File: config.mk
export PLATFORM = sky130hd
export DESIGN_NAME = mod47_const_unscale_seq_flat
export DESIGN_NICKNAME = d
export VERILOG_FILES = /design/src/rtl/mod47_pkg.sv /design/src/rtl/mod47_const_unscale_seq_if.sv /design/src/rtl/mod47_const_unscale_seq_step.sv /design/src/rtl/mod47_const_unscale_seq.sv /design/src/flat_wrapper.sv
export SDC_FILE = /design/constraint.sdc
export NUM_CORES = 1
export LEC_CHECK = 0
export CAP_MARGIN = 10
export CELL_PAD_IN_SITES_DETAIL_PLACEMENT = 0
export CELL_PAD_IN_SITES_GLOBAL_PLACEMENT = 2
export CORE_UTILIZATION = 33
export CTS_CLUSTER_DIAMETER = 30
export DETAILED_ROUTE_END_ITERATION = 6
export PLACE_DENSITY = 0.85
export SYNTH_ARGS = -nofsm -noshare
export SYNTH_HDL_FRONTEND = slang
export SYNTH_SLANG_ARGS = --single-unit
File: constraint.sdc
create_clock -name clk -period 3.5 [get_ports clk]
set_clock_uncertainty 0.2 [all_clocks]
set_input_delay 0.7 -clock clk [delete_from_list [all_inputs] [get_ports clk]]
set_output_delay 0.7 -clock clk [all_outputs]
set_load 0.05 [all_outputs]
File: src/rtl/mod47_pkg.sv
// Shared mod-47 residue definitions: field widths, scaling constants,
// FSM state type, result payload and the one-step modular add.
package mod47_pkg;

    localparam int unsigned M     = 47;
    localparam int unsigned W     = 6;
    localparam int unsigned FWD_C = 34;
    localparam int unsigned INV_C = 18;

    typedef enum logic [1:0] {
        ST_IDLE = 2'd0,
        ST_RUN  = 2'd1,
        ST_DONE = 2'd2
    } state_t;

    typedef struct packed {
        logic         err;
        logic [W-1:0] data;
    } res_t;

    // (a + b) with one conditional subtract; exact whenever a + b < 2M
    function automatic logic [W-1:0] mod_add_reduce(input logic [W-1:0] a,
                                                    input logic [W-1:0] b);
        logic [W:0] s;
        s = (W+1)'(a) + (W+1)'(b);
        if (s >= (W+1)'(M)) begin
            s = s - (W+1)'(M);
        end
        return W'(s);
    endfunction

endpackage

File: src/rtl/mod47_const_unscale_seq_if.sv
// Input and output valid/ready channels of the mod-47 unscaler.
interface mod47_const_unscale_seq_if;
    import mod47_pkg::*;

    logic         in_valid;
    logic         in_ready;
    logic [W-1:0] in_data;
    logic         out_valid;
    logic         out_ready;
    logic [W-1:0] out_data;
    logic         out_err;

    modport master (
        output in_valid, in_data, out_ready,
        input  in_ready, out_valid, out_data, out_err
    );

    modport slave (
        input  in_valid, in_data, out_ready,
        output in_ready, out_valid, out_data, out_err
    );

endinterface

File: src/rtl/mod47_const_unscale_seq_step.sv
// One MSB-first multiply step: acc_next = (2*acc + bit*y) mod M.
module mod_dbl_add_step
    import mod47_pkg::*;
(
    input  logic [W-1:0] i_acc,
    input  logic [W-1:0] i_y,
    input  logic         i_bit,
    output logic [W-1:0] o_acc_next_c
);

    logic [W-1:0] w_dbl;

    always_comb begin
        w_dbl        = mod_add_reduce(i_acc, i_acc);
        o_acc_next_c = i_bit ? mod_add_reduce(w_dbl, i_y) : w_dbl;
    end

endmodule

File: src/rtl/mod47_const_unscale_seq.sv
// Bit-serial (x mod M) * C mod M with valid/ready on both sides; undoes
// the forward *34 scaling when C is its inverse (18).
module mod47_const_unscale_seq
    import mod47_pkg::*;
#(
    parameter int unsigned C  = INV_C,
    parameter int unsigned CW = 5
) (
    input  logic                        clk,
    input  logic                        rst,
    mod47_const_unscale_seq_if.slave    bus
);

    localparam int unsigned   IW     = (CW > 1) ? $clog2(CW) : 1;
    localparam logic [CW-1:0] C_BITS = CW'(C);

    generate
        if ((CW != $clog2(C + 1)) || (C == 0) || (C >= M)) begin : g_bad_param
            $error("mod47_const_unscale_seq: C must be in (0,M) and CW must equal $clog2(C+1)");
        end
    endgenerate

    state_t        r_state;
    state_t        w_state_next;
    logic [W-1:0]  r_y;
    logic [W-1:0]  r_acc;
    logic [W-1:0]  w_acc_next;
    logic [IW-1:0] r_idx;
    logic          r_err;
    logic          r_in_ready;
    logic          r_out_valid;
    res_t          r_res;
    logic          w_accept;
    logic          w_last;

    mod_dbl_add_step u_step (
        .i_acc        (r_acc),
        .i_y          (r_y),
        .i_bit        (C_BITS[r_idx]),
        .o_acc_next_c (w_acc_next)
    );

    always_ff @(posedge clk) begin
        if (rst) begin
            r_state <= ST_IDLE;
        end else begin
            r_state <= w_state_next;
        end
    end

    always_comb begin
        w_state_next = r_state;
        w_accept     = 1'b0;
        w_last       = (r_idx == '0);
        case (r_state)
            ST_IDLE: begin
                if (bus.in_valid) begin
                    w_accept     = 1'b1;
                    w_state_next = ST_RUN;
                end
            end
            ST_RUN: begin
                if (w_last) begin
                    w_state_next = ST_DONE;
                end
            end
            ST_DONE: begin
                if (bus.out_ready) begin
                    w_state_next = ST_IDLE;
                end
            end
            default: w_state_next = ST_IDLE;
        endcase
    end

    // Handshake flags track the next state so they are valid from the state's first cycle
    always_ff @(posedge clk) begin
        if (rst) begin
            r_in_ready  <= 1'b1;
            r_out_valid <= 1'b0;
            r_res       <= '0;
            r_acc       <= '0;
            r_idx       <= IW'(CW - 1);
            r_y         <= '0;
            r_err       <= 1'b0;
        end else begin
            r_in_ready  <= (w_state_next == ST_IDLE);
            r_out_valid <= (w_state_next == ST_DONE);
            case (r_state)
                ST_IDLE: begin
                    if (w_accept) begin
                        r_y   <= mod_add_reduce(bus.in_data, '0);
                        r_err <= (bus.in_data >= W'(M));
                        r_acc <= '0;
                        r_idx <= IW'(CW - 1);
                    end
                end
                ST_RUN: begin
                    r_acc <= w_acc_next;
                    if (w_last) begin
                        r_res.err  <= r_err;
                        r_res.data <= w_acc_next;
                    end else begin
                        r_idx <= r_idx - IW'(1);
                    end
                end
                default: begin
                end
            endcase
        end
    end

    assign bus.in_ready  = r_in_ready;
    assign bus.out_valid = r_out_valid;
    assign bus.out_data  = r_res.data;
    assign bus.out_err   = r_res.err;

endmodule

File: src/flat_wrapper.sv
// flat-port wrapper written by rule: the top's interface ports become plain ports
module mod47_const_unscale_seq_flat import mod47_pkg::*;
#(
    parameter int unsigned C  = INV_C,
    parameter int unsigned CW = 5
)
  (clk, rst, bus_in_valid, bus_in_data, bus_out_ready, bus_in_ready, bus_out_valid, bus_out_data, bus_out_err);
  mod47_const_unscale_seq_if bus_i ();
  input  logic clk;
  input  logic rst;
  input wire logic [$bits(bus_i.in_valid)-1:0] bus_in_valid;
  input wire logic [$bits(bus_i.in_data)-1:0] bus_in_data;
  input wire logic [$bits(bus_i.out_ready)-1:0] bus_out_ready;
  output wire logic [$bits(bus_i.in_ready)-1:0] bus_in_ready;
  output wire logic [$bits(bus_i.out_valid)-1:0] bus_out_valid;
  output wire logic [$bits(bus_i.out_data)-1:0] bus_out_data;
  output wire logic [$bits(bus_i.out_err)-1:0] bus_out_err;
  assign bus_i.in_valid = bus_in_valid;
  assign bus_i.in_data = bus_in_data;
  assign bus_i.out_ready = bus_out_ready;
  assign bus_in_ready = bus_i.in_ready;
  assign bus_out_valid = bus_i.out_valid;
  assign bus_out_data = bus_i.out_data;
  assign bus_out_err = bus_i.out_err;
  mod47_const_unscale_seq #(.C(C), .CW(CW)) u_core (.clk(clk), .rst(rst), .bus(bus_i));
endmodule
==> flow_metrics.py <==
metrics = {
    "global_routing": {
        "grt_pass1_vias": 1472,
        "grt_max_degree": 24,
        "grt_pass1_wl_um": 6858,
        "antenna_found_initial": 0,
        "grtUsageTotal_pct": 15.38,
        "overflow": 0,
    },
    "sta": {
        "tightest_slew_ns": 0.5757,
        "slew_headroom_pct": 61.48,
        "period_needed_ns": 3.229,
        "max_freq_mhz": 309.7,
        "setup_violations": 0,
        "min_period_over_period_pct": 92.27,
        "rsz0062_at_grt": "no",
        "tns_ns": 0,
        "drv_slew": 0,
        "hold_violations": 0,
    },
    "floorplan": {
        "die_y_um": 75.79,
        "start_util_pct": 34.74,
        "core_area_um2": 5172,
        "die_w_um": 75.79,
        "die_area_um2": 5743,
        "row_count": 26,
        "ios": 19,
    },
    "yosys": {
        "synth-async-reset-ratio_pct": 0,
        "synth_edf_count": 0,
        "netlist_instances": 221,
        "synth_mux_area_share_pct": 2.786,
        "synth-seq-cells": 28,
        "synth_xor_area_share_pct": 2.368,
        "synth_top_family_by_area": "compound AO/OA/AOI/OAI gates",
        "syn_avg_cell_area_um2": 8.130,
        "synth_top_area_share_pct": 31.20,
        "synth_nets": 242,
        "synth.yosys.warnings": 0,
        "synthSimpleGateAreaFrac_pct": 25.63,
        "synth_compound_area_share_pct": 26.11,
        "synthAdderAreaFrac_pct": 8.078,
        "synth_top_cell_by_area": "dfxtp_1",
        "synth_flop_cell": "dfxtp_1",
        "syn-cell-area_um2": 1797,
        "synth.area.top_cells": "dfxtp_1 (31%), ha_1 (7.0%), nand2_1 (5.4%)",
        "seq_area_frac_synth_pct": 31.20,
        "ys_types": 59,
    },
    "pwr": {
        "power_density_nw_per_um2": 413.7,
        "p_leak_uw": 0.0008066,
        "vdd_ir_drop_max_mv": 0.2119,
    },
    "placement": {
        "globalplace.congestion": 0.8083,
        "hpwlAfterDp_um": 3111,
        "port_buffers": 18,
    },
    "drt": {
        "routed-wl-met3_um": 118,
        "ant_nets": 0,
        "dr_wl_met2_um": 1823,
        "drc": 0,
        "dr.pass1.iters": 4,
        "top_layer_used": "met4",
        "finalWirelength_um": 4048,
        "post_drt_wl_per_cell_um": 13.19,
        "routed_via_density": 5.254,
        "vias": 1613,
        "first_iter_violations": 74,
        "wl_met1_um": 2085,
    },
    "cells_and_area": {
        "fin_util_pct": 41.12,
        "syn_to_final_growth_pct": 18.38,
        "drive_above_1_share_pct": 7.173,
        "final_net_count": 259,
        "nFillCells": 539,
        "antenna_cells": 0,
    },
    "min_path": {
        "min_path_type": "reg2reg",
    },
    "clock_tree": {
        "cts-htree-levels": 1,
        "clock_sinks": 28,
        "clkLatencyLatePin_ns": 0.27,
        "path_clk_slew_ns": 0.10,
        "cts_root_buf": "clkbuf_8",
        "cts-buffers-inserted": 3,
        "cts_tree": "built",
        "clock_tree.buffer_depth": 2,
    },
    "run_status": {
        "outcome": "finished clean",
    },
    "flow_run": {
        "cap_violations": 0,
    },
    "setup_path": {
        "critPathCaptureType": "flip-flop",
        "start_kind": "flip-flop",
        "cp_max_fo": 12,
        "cp.required_ns": 3.49,
        "crit_type": "reg2reg",
        "critPathArrivalTime_ns": 3.22,
    },
}
## synthesized netlist by cell type (2+ instances only)
| cell | number |
|---|---|
| and2_1 | 3 |
| or2_2 | 2 |
| nor2_1 | 23 |
| a21oi_1 | 15 |
| inv_1 | 9 |
| o41ai_1 | 2 |
| o311ai_1 | 2 |
| nand3b_1 | 3 |
| nand3_1 | 6 |
| nand2b_1 | 3 |
| xor2_1 | 2 |
| mux2i_1 | 5 |
| a2111o_1 | 2 |
| o21ai_1 | 2 |
| nor3_1 | 6 |
| o211ai_1 | 2 |
| nand4_1 | 2 |
| and3b_1 | 2 |
| clkbuf_1 | 7 |
| a21o_1 | 2 |
| nand2_1 | 26 |
| or3_1 | 5 |
| nor2b_1 | 3 |
| a31oi_1 | 3 |
| ha_1 | 10 |
| o21bai_1 | 2 |
| a311oi_1 | 2 |
| dfxtp_1 | 28 |
| a211oi_1 | 8 |
| o21ai_0 | 4 |
| a22oi_1 | 2 |
## cells in the final DEF (no fill, tap or decap), types with 4 or more instances in the layout
cell type and count:
dfxtp_1 28, a21oi_1 14, nor3_1 6, inv_1 9, mux2i_1 5, a211oi_1 8
ha_1 10, o21ai_0 4, nor2_1 23, or3_1 5, clkdlybuf4s50_1 18, nand3_1 6
nand2_1 26
## timing repair
item,4_1_cts,5_1_grt
setup buffers,0,0
endpoints found under the setup margin,0,6
resized for setup,0,1
hold buffers,0,0
## layout make-up
cell class	count	area [um^2]	area share, %
Multi-Input combinational cell	175	1171	55.06
Sequential cell	28	560.5	26.35
Timing Repair Buffer	21	202.7	9.529
Tap cell	70	87.58	4.118
Clock buffer	3	41.29	1.941
Inverter	9	33.78	1.588
Clock inverter	1	30.03	1.412
## metrics by stage
stage | cell area (um^2) | worst slack [ns] | total power (uW) | hold WS, ns | instances
2_1_floorplan | 1797 | 0.6613 | 562.4 | 0.2319 | 221
3_3_place_gp | 2052 | 0.1990 | 632.7 | 0.2434 | 303
3_5_place_dp | 2052 | 0.1537 | 630.4 | 0.2522 | 303
4_1_cts | 2123 | 0.1252 | 886.1 | 0.2693 | 307
5_1_grt | 2127 | 0.1309 | 932.7 | 0.2983 | 307
6_report | 2127 | 0.2707 | 880.0 | 0.2663 | 307
## path summary, 6_finish.rpt
check | slack, ns | depth (start not counted) | to | from
max | 0.27 | 11 | u_core.bus.out_data[3] | u_core.r_acc[3]
max reg2reg | 0.27 | 11 | u_core.bus.out_data[3] | u_core.r_acc[3]
min | 0.27 | 2 | u_core.bus.out_err | u_core.r_err
min reg2reg | 0.27 | 2 | u_core.bus.out_err | u_core.r_err
## logic make-up after synthesis
family | count (synthesis)
xor+xnor | 4
compound gates | 63
simple gates | 92
fa+ha+maj | 11
mux | 5
buf+inv | 18
flops | 28
## critical path, stage by stage (launching register included)
cell	delay, ns
dfxtp_1	0.36
nand2_1	0.07
nand2_1	0.11
ha_1	0.24
fa_1	0.56
ha_1	0.25
a21o_1	0.12
nand2_2	0.05
o32ai_2	0.24
a21oi_2	0.21
or4_4	0.54
a211oi_1	0.22
## sequential cells by signal (all words and copies together), names as in the netlist
signal                count
u_core.r_acc              6
u_core.bus.out_err        1
u_core.r_state            2
u_core.r_idx              3
u_core.r_y                6
u_core.bus.out_data       6
u_core.bus.in_ready       1
u_core.r_err              1
u_core.u_step.i_bit       1
u_core.bus.out_valid      1
## power breakdown
part	internal [uW]	total (uW)	switching, uW	leakage (uW)
combinational	106	267	161	0.000542
clock	153	255	102	0.0000357
sequential	341	358	17.2	0.000229
total	600	880	280	0.000807
## routing by layer
layer	track usage, %	vias up
met3	2.778	2
met1	21.27	733
li1	-	853
met2	25.27	25
met4	2.469	0
met5	0	-
Note: power is estimated with default switching activity, not from simulation.
